$ cat src/rtl/generic_elastic_pipeline_pkg.sv
// Shared definitions for the elastic (valid/ready) delay pipeline.
package generic_elastic_pipeline_pkg;

  // Optional input skid buffer: depth and the occupancy type used to track it.
  localparam int SKID_DEPTH = 2;
  typedef logic [1:0] skid_cnt_t;
  localparam skid_cnt_t SKID_FULL = 2'd2;

  // OCCUPANCY must hold LATENCY stages plus a full skid without wrapping.
  function automatic bit occ_width_ok(input int count_width, input int latency);
    return (64'(1) << count_width) > 64'(latency + SKID_DEPTH);
  endfunction

endpackage

$ cat src/rtl/generic_elastic_pipeline_if.sv
// One valid/ready stream. master drives data/valid, slave drives ready.
interface generic_elastic_pipeline_if #(
  parameter int WIDTH = 32
);
  logic [WIDTH-1:0] data;
  logic             valid;
  logic             ready;

  modport master (output data, output valid, input ready);
  modport slave  (input data, input valid, output ready);
endinterface

$ cat src/rtl/generic_elastic_stage.sv
// One elastic register stage: holds a word while the next stage is blocked,
// loads from upstream whenever it is empty or the next stage advances.
module generic_elastic_stage #(
  parameter int WIDTH = 32
) (
  input  logic             clk_i,
  input  logic             rst_i,
  input  logic             valid_i,
  input  logic [WIDTH-1:0] data_i,
  input  logic             adv_next_i,
  output logic             valid_o,
  output logic [WIDTH-1:0] data_o,
  output logic             adv_o
);

  logic valid_q;
  // Per-stage enable keeps these out of SRL inference anyway; the attribute makes it explicit.
  (* shreg_extract = "no" *) logic [WIDTH-1:0] data_q = '0;

  // An empty stage can always take a word, even while downstream is stalled.
  assign adv_o   = !valid_q || adv_next_i;
  assign valid_o = valid_q;
  assign data_o  = data_q;

  // Valid bit follows upstream on every advance; cleared by reset.
  always_ff @(posedge clk_i) begin
    if (rst_i)      valid_q <= 1'b0;
    else if (adv_o) valid_q <= valid_i;
  end

  // Data only captured for real words, so bubbles never toggle the datapath.
  always_ff @(posedge clk_i) begin
    if (adv_o && valid_i) data_q <= data_i;
  end

endmodule

$ cat src/rtl/generic_elastic_pipeline.sv
// Valid/ready delay pipeline, LATENCY stages deep, with bubble collapse.
// Optional feature macro: GENERIC_ELASTIC_PIPELINE_REG_READY_EN adds a 2-entry
// input skid buffer so that the upstream ready comes straight from a register.
module generic_elastic_pipeline
  import generic_elastic_pipeline_pkg::*;
#(
  parameter int WIDTH       = 32,
  parameter int LATENCY     = 2,
  parameter int COUNT_WIDTH = 8   // needs 2**COUNT_WIDTH > LATENCY+2, see occ_width_ok()
) (
  input  logic                       clk_i,
  input  logic                       rst_i,
  generic_elastic_pipeline_if.slave  up_if,
  generic_elastic_pipeline_if.master dn_if,
  output logic [COUNT_WIDTH-1:0]     occupancy_o
);

  if (LATENCY == 0) begin : g_wire
    // Zero stages: plain wires, nothing is ever held.
    assign dn_if.data  = up_if.data;
    assign dn_if.valid = up_if.valid;
    assign up_if.ready = dn_if.ready;
    assign occupancy_o = '0;
  end else begin : g_pipe
    logic [LATENCY:0]            vld;
    logic [LATENCY:0][WIDTH-1:0] dat;
    logic [LATENCY+1:1]          adv;
    logic                        in_xfer;
    logic                        out_xfer;
    logic [COUNT_WIDTH-1:0]      occ_q, occ_d;

    assign adv[LATENCY+1] = dn_if.ready;

    for (genvar k = 1; k <= LATENCY; k++) begin : g_stage
      generic_elastic_stage #(.WIDTH(WIDTH)) u_stage (
        .clk_i      (clk_i),
        .rst_i      (rst_i),
        .valid_i    (vld[k-1]),
        .data_i     (dat[k-1]),
        .adv_next_i (adv[k+1]),
        .valid_o    (vld[k]),
        .data_o     (dat[k]),
        .adv_o      (adv[k])
      );
    end

    assign dn_if.data  = dat[LATENCY];
    assign dn_if.valid = vld[LATENCY];
    assign out_xfer    = vld[LATENCY] && dn_if.ready;

`ifdef GENERIC_ELASTIC_PIPELINE_REG_READY_EN
    // Skid: slot0 is the oldest word. Words only land here when stage 1 is
    // blocked, so while it is non-empty every stage is full.
    logic [WIDTH-1:0] skid0_q = '0;
    logic [WIDTH-1:0] skid1_q = '0;
    skid_cnt_t        skid_cnt_q, skid_cnt_d;
    logic             ready_q;
    logic             skid_push, skid_pop;

    // Reset still forces ready low; O_READY never reaches this path.
    assign up_if.ready = ready_q && !rst_i;
    assign in_xfer     = up_if.valid && up_if.ready;
    assign skid_pop    = (skid_cnt_q != '0) && adv[1];
    // Bypass straight into stage 1 when nothing is queued ahead of the new word.
    assign skid_push   = in_xfer && !((skid_cnt_q == '0) && adv[1]);
    assign vld[0]      = (skid_cnt_q != '0) || in_xfer;
    assign dat[0]      = (skid_cnt_q != '0) ? skid0_q : up_if.data;
    assign skid_cnt_d  = skid_cnt_q + skid_cnt_t'(skid_push) - skid_cnt_t'(skid_pop);

    // Skid fill level and registered ready (ready while a slot is free next cycle).
    always_ff @(posedge clk_i) begin
      if (rst_i) begin
        skid_cnt_q <= '0;
        ready_q    <= 1'b1;
      end else begin
        skid_cnt_q <= skid_cnt_d;
        ready_q    <= (skid_cnt_d < SKID_FULL);
      end
    end

    // Skid storage: shift on pop, then write the new word behind what remains.
    always_ff @(posedge clk_i) begin
      if (skid_pop) skid0_q <= skid1_q;
      if (skid_push) begin
        if ((skid_cnt_q == 2'd1) && !skid_pop) skid1_q <= up_if.data;
        else                                   skid0_q <= up_if.data;
      end
    end
`else
    // Ready ripples combinationally from the output back through every stage.
    assign up_if.ready = adv[1] && !rst_i;
    assign in_xfer     = up_if.valid && up_if.ready;
    assign vld[0]      = up_if.valid;
    assign dat[0]      = up_if.data;
`endif

    // Occupancy tracks accepted-minus-emitted; simultaneous in/out cancels.
    always_comb begin
      occ_d = occ_q;
      if (in_xfer && !out_xfer)      occ_d = occ_q + COUNT_WIDTH'(1);
      else if (out_xfer && !in_xfer) occ_d = occ_q - COUNT_WIDTH'(1);
    end

    // Occupancy register.
    always_ff @(posedge clk_i) begin
      if (rst_i) occ_q <= '0;
      else       occ_q <= occ_d;
    end

    assign occupancy_o = occ_q;
  end

endmodule
$ cat src/flat_wrapper.sv
// flat-port wrapper written by rule: the top's interface ports become plain ports
module generic_elastic_pipeline_flat import generic_elastic_pipeline_pkg::*;
#(
  parameter int WIDTH       = 32,
  parameter int LATENCY     = 2,
  parameter int COUNT_WIDTH = 8                                                          
)
  (clk_i, rst_i, occupancy_o, up_if_data, up_if_valid, up_if_ready, dn_if_data, dn_if_valid, dn_if_ready);
  generic_elastic_pipeline_if #(.WIDTH(WIDTH)) up_if_i ();
  generic_elastic_pipeline_if #(.WIDTH(WIDTH)) dn_if_i ();
  input  logic clk_i;
  input  logic rst_i;
  output logic [COUNT_WIDTH-1:0] occupancy_o;
  input wire logic [$bits(up_if_i.data)-1:0] up_if_data;
  input wire logic [$bits(up_if_i.valid)-1:0] up_if_valid;
  output wire logic [$bits(up_if_i.ready)-1:0] up_if_ready;
  output wire logic [$bits(dn_if_i.data)-1:0] dn_if_data;
  output wire logic [$bits(dn_if_i.valid)-1:0] dn_if_valid;
  input wire logic [$bits(dn_if_i.ready)-1:0] dn_if_ready;
  assign up_if_i.data = up_if_data;
  assign up_if_i.valid = up_if_valid;
  assign up_if_ready = up_if_i.ready;
  assign dn_if_data = dn_if_i.data;
  assign dn_if_valid = dn_if_i.valid;
  assign dn_if_i.ready = dn_if_ready;
  generic_elastic_pipeline #(.WIDTH(WIDTH), .LATENCY(LATENCY), .COUNT_WIDTH(COUNT_WIDTH)) u_core (.clk_i(clk_i), .rst_i(rst_i), .up_if(up_if_i), .dn_if(dn_if_i), .occupancy_o(occupancy_o));
endmodule
$ cat config.mk
export PLATFORM = sky130hd
export DESIGN_NAME = generic_elastic_pipeline_flat
export DESIGN_NICKNAME = d
export VERILOG_FILES = /design/src/rtl/generic_elastic_pipeline_pkg.sv /design/src/rtl/generic_elastic_pipeline_if.sv /design/src/rtl/generic_elastic_stage.sv /design/src/rtl/generic_elastic_pipeline.sv /design/src/flat_wrapper.sv
export SDC_FILE = /design/constraint.sdc
export NUM_CORES = 1
export LEC_CHECK = 0
export CAP_MARGIN = 30
export CORE_ASPECT_RATIO = 0.75
export CORE_UTILIZATION = 25
export CTS_CLUSTER_DIAMETER = 200
export DETAILED_ROUTE_END_ITERATION = 8
export GPL_ROUTABILITY_DRIVEN = 0
export HOLD_SLACK_MARGIN = 0.06
export SKIP_LAST_GASP = 1
export SYNTH_ARGS = -nofsm -noshare
export SYNTH_HDL_FRONTEND = slang
export SYNTH_SLANG_ARGS = --single-unit
$ cat constraint.sdc
create_clock -name clk_i -period 3.58 [get_ports clk_i]
set_input_delay 0.537 -clock clk_i [delete_from_list [all_inputs] [get_ports clk_i]]
set_output_delay 0.537 -clock clk_i [all_outputs]
set_load 0.1 [all_outputs]
---- After elaboration in Yosys (flattened, before gate mapping) ----
Cells that the tools add are included.
storage, ports and cells
  register bits ........................... 74
  bits in latches ......................... 0
  memory bits (writable) .................. 0
  ROM bits ................................ 0
  bits of input ports ..................... 36
  word-level logic and storage cells ...... 24
  memories ................................ 0
cells by class
  add/subtract/negate cells ............... 2
  $mul .................................... 0
  div/mod/pow operators ................... 0
  $lt $le $gt $ge ......................... 0
  equality and inequality tests ........... 0
  shifts and indexed selects .............. 0
  mux-type cells .......................... 2
  bitwise gates (word level) .............. 0
  reduce and logical (&&, ||, !) cells .... 15
operators with widths
  cell                                                                count
  8-bit two-way mux                                                   2
  8-bit by 1-bit adder with 8-bit output, second input constant       1
  8-bit by 1-bit subtractor with 8-bit output, second input constant  1
  1-bit logical AND                                                   7
  1-bit logical NOT                                                   5
  1-bit logical OR                                                    2
  2-bit nonzero test                                                  1

---- Longest topological paths before layout ----
  word-level depth ........................ 9
  mapped depth ............................ 11
  mapped depth without buffers ............ 11

---- Hierarchy ----
A second synthesis with hierarchy kept.
unflattened totals
  cells, all modules ...................... 148
  area total of the unflattened synthesis .. 2676.3 µm²
modules (own cells, without submodules)
  module                    instances  cells each  area an instance (µm²)  sequential area each (µm²)
  generic_elastic_stage     2          37          1016.0                  980.9
  generic_elastic_pipeline  1          74          644.4                   160.2

---- Least setup slack after synthesis ----
OpenSTA, ideal clock, no wires.
  path kind ............................... reg2reg
  start point ............................. reg u_core.g_pipe.g_stage[2].u_stage.valid_q
  end point ............................... reg u_core.g_pipe.occ_q[7], in the netlist u_core.occupancy_o[7]
  setup time .............................. 0.123 ns
  arrival ................................. 4.407 ns
  slack ................................... -0.951 ns
  cell stages (with the launch flop) ...... 12
  period minus slack after synthesis ...... 4.531 ns
  cell sequence ........................... dfxtp_1 nor2b_1 a21oi_1 and2_1 ha_1 inv_1 ha_1 a21o_1 a31o_1 o21a_1 o21bai_1 mux2_1
between the ends
  longest elaborated chain between the ends .. 8
  elaborated cells between the ends (all ways) .. 12
  those cells by class .................... mux (1); reduce/logical (11)
RTL lines
  item                                RTL line                         source
  start, declared                     generic_elastic_stage.sv:16      logic valid_q;
  start signal, assigned              generic_elastic_stage.sv:28      else if (adv_o) valid_q <= valid_i;
  1-bit logical NOT (*)               generic_elastic_stage.sv:21      assign adv_o = !valid_q || adv_next_i;
  1-bit logical OR (*) (2 in series)  generic_elastic_stage.sv:21
  1-bit logical AND (*)               generic_elastic_pipeline.sv:91   assign up_if.ready = adv[1] && !rst_i;
  net up_if_ready                     flat_wrapper.sv:16               output wire logic [$bits(up_if_i.ready)-1:0] up_if_ready;
  1-bit logical AND (*)               generic_elastic_pipeline.sv:92   assign in_xfer = up_if.valid && up_if.ready;
  1-bit logical NOT                   generic_elastic_pipeline.sv:101  else if (out_xfer && !in_xfer) occ_d = occ_q - COUNT_WIDTH'(1);
  1-bit logical AND                   generic_elastic_pipeline.sv:101
  2-bit nonzero test (no line)        --
  end signal, assigned                generic_elastic_pipeline.sv:106  if (rst_i) occ_q <= '0;
  end signal, assigned                generic_elastic_pipeline.sv:107  else occ_q <= occ_d;
  end, declared                       generic_elastic_pipeline.sv:30   logic [COUNT_WIDTH-1:0] occ_q, occ_d;
The timed path passes the listed nets; every way through them passes the cells marked *.
A chain may end at the register's enable or synchronous reset.

---- Final worst setup path ----
  start point ............................. in dn_if_ready
  end point ............................... reg u_core.g_pipe.occ_q[7], in the netlist u_core.occupancy_o[7]
between the ends
  longest elaborated chain between the ends .. 7
  elaborated cells between the ends (all ways) .. 11
  those cells by class .................... mux (1); reduce/logical (10)
RTL lines
  item                            RTL line                         source
  start, declared                 flat_wrapper.sv:19               input wire logic [$bits(dn_if_i.ready)-1:0] dn_if_ready;
  1-bit logical OR (2 in series)  generic_elastic_stage.sv:21
  1-bit logical AND               generic_elastic_pipeline.sv:91
  1-bit logical AND               generic_elastic_pipeline.sv:92
  1-bit logical NOT               generic_elastic_pipeline.sv:101
  1-bit logical AND               generic_elastic_pipeline.sv:101
  2-bit nonzero test (no line)    --
Several ways; a longest one is shown, not always the timed one.

==> results.cfg <==
[global_routing]
antenna_found_initial = 0
overflow = 0
grt_pass1_wl_mm = 7.75
grt_max_degree = 33
grt_pass1_vias = 1461
track_usage_pct = 9.14

[yosys]
yosys-top-cells-count = edfxtp_1, buf_4, dfxtp_1, nor2_1, ha_1
synth.most_common_cell = edfxtp_1
yosys.area.top_type_share_pct = 68.3
yosysUniqueCellTypes = 31
ys_seq_elements = 74
yosysTopAreaCell = edfxtp_1
syn_inst = 171
synth.area.top_cells = edfxtp_1, buf_4, dfxtp_1
synthFlopType = edfxtp_1
ys_warn_count = 0
synth_edf_count = 64
synth_seq_area_share_pct = 75.4
avgSynthCellArea_um2 = 16.4
async_reset_ff_share_pct = 0
syn_area_um2 = 2810
syn_nets = 215

[timing]
finalHoldWorstSlack_ns = 0.418
rsz0062_at_grt = false
clock_skew_ns = 0.00520
finalMaxSlewViolations = 0
finalSetupTns_ns = 0
finalSetupViolations = 0
max-slew-margin-rel_pct = 33.1
hold_violations = 0
fmax_mhz = 322
min_period_ns = 3.11
worst_pin_slew_ns = 1.00
post-route-period-util_pct = 86.8
fin_ws_ns = 0.473

[cts]
clk_pin_slew_ns = 0.06
clk_path_buf_depth = 2
cts_sinks = 74
worst_skew_pair.late_latency_ns = 0.33
hold_buffers = 0
htree_levels = 3
root_buffer = clkbuf_16
cts-buffers-inserted = 9
cts_resized = 0
tritoncts = built
post_cts_buffers = 0

[die]
initial_utilization_pct = 25.7
io_pins = 78
die_h_um = 93.9
row_count = 33
die_x_um = 124
core_area_um2 = 10900
die_area_um2 = 11700

[placed_design]
port_buffers = 77
place_hpwl_mm = 3.38
placed_area_um2 = 3580
pre_cts_slack_ns = 0.138

[worst_hold_path]
min_path_type = reg -> reg
min_from = u_core.g_pipe.g_stage[1].u_stage.data_o[21]

[outcome]
outcome = finished, final reports clean

[layout]
design_area_um2 = 3900
final_nets = 274
n_fill_cell = 1048
antennaDiodeCount = 0
seq_area_um2 = 2120
area_delta_synth_final_pct = 38.7
drive_gt1_share_pct = 11.1
multi_input_area_um2 = 465
fin_util_pct = 35.7

[route]
drc = 0
vias = 1452
totalWireLength_mm = 4.87
routedWlPerCell_um = 13.0
firstDrtPassIters = 3
drt_iter0_markers = 36
antenna_left = 0
avgViaCountPerCell = 3.87

[worst_setup_path]
crit_arrival_ns = 3.32
crit_required_ns = 3.80
cp-startpoint = dn_if_ready
path_class = in -> reg
critPathCaptureType = register
start_kind = input pin
crit_path_max_fanout = 7
regToRegStartpoint = u_core.g_pipe.g_stage[2].u_stage.valid_o

[job]
drv_cap = 0

[pwr]
power_density_nw_per_um2 = 635
cellLeakagePower_uw = 0.00141
peakVddDrop_mv = 0.228
-- cells in the final DEF, fill, tap and decap left out, drive strengths merged --
master and instances:
nor3 2, inv 4, edfxtp 64, xnor2 2, or4b 1, clkinv 3
mux2 1, nor2b 3, and2 1, o21ai 1, xor2 3, fa 1
clkdlybuf4s50 76, o21a 1, a31oi 2, buf 6, clkbuf 9, nor2 10
ha 7, a31o 1, bufinv 2, o31ai 1, dfxtp 10, o211ai 1
nand4 1, a21boi 1, mux2i 3, nor4b 1, a21oi 6, nand2 5
nand3 2, a21o 3, o21bai 1
-- logic make-up (layout without fill, tap and decap cells) --
family                   count (synthesis)  in the layout  synth area share (%)
AO/OA/AOI/OAI                           18             18                  4.14
XOR/XNOR                                 5              5                  1.56
adder cells (fa/ha/maj)                  8              8                  3.83
buffers and inverters                   36            100                  9.07
flip-flops                              74             74                  75.4
multiplexers                             4              4                  1.47
AND/OR/NAND/NOR                         26             26                  4.49
-- final timing paths --
| kind | to | slack [ns] | cells past startpoint |
|---|---|---|---|
| hold reg to reg | u_core.g_pipe.g_stage[2].u_stage.data_o[21] | 0.42 | 0 |
| setup reg to reg | u_core.occupancy_o[7] | 0.76 | 11 |
| hold / removal | u_core.g_pipe.g_stage[2].u_stage.data_o[21] | 0.42 | 0 |
| setup / recovery | u_core.occupancy_o[7] | 0.47 | 12 |
-- final cells by class --
cell class,count,area share [%]
clock buffer,9,5.77
sequential,74,54.4
inverter,2,0.192
clock inverter,7,2.57
timing repair buffer,82,20.7
tap,140,4.49
multi-input combinational,61,11.9
-- stage by stage --
| stage | std cells | power [uW] |
|---|---|---|
| after floorplan | 171 | 1420 |
| after global placement | 359 | 1530 |
| after detailed placement | 359 | 1530 |
| after CTS | 375 | 2520 |
| after global routing | 375 | 2590 |
| final | 375 | 2480 |
-- metal layers --
| layer | vias up | GRT usage, % | share of wire [%] |
|---|---|---|---|
| met4 | 0 | 5.72 | 2.3 |
| li1 | 714 | - | - |
| met3 | 9 | 3.93 | 5.7 |
| met1 | 676 | 10.5 | 45 |
| met5 | - | 0 | 0 |
| met2 | 53 | 14.1 | 47 |
-- worst max-delay path, stage by stage --
cell and delay [ns]:
clkdlybuf4s50_1 0.43, nor2b_1 0.25, a21oi_4 0.09, and2_1 0.16
ha_1 0.23, inv_1 0.22, ha_1 0.34, a21o_1 0.19
a31o_1 0.23, o21a_1 0.16, o21bai_1 0.15, mux2_1 0.33
-- flip-flops by register name, indices dropped and copies added (netlist names) --
register / count
u_core.g_pipe.g_stage.u_stage.data_o: 64
u_core.g_pipe.g_stage.u_stage.valid_o: 2
u_core.occupancy_o: 8
-- where the power goes --
part,total [uW],internal (uW),switching [uW]
registers,1020,998,25.5
logic,489,151,338
clock network,966,616,351
total,2480,1760,714
No activity file was read; power rests on OpenSTA's default activity.
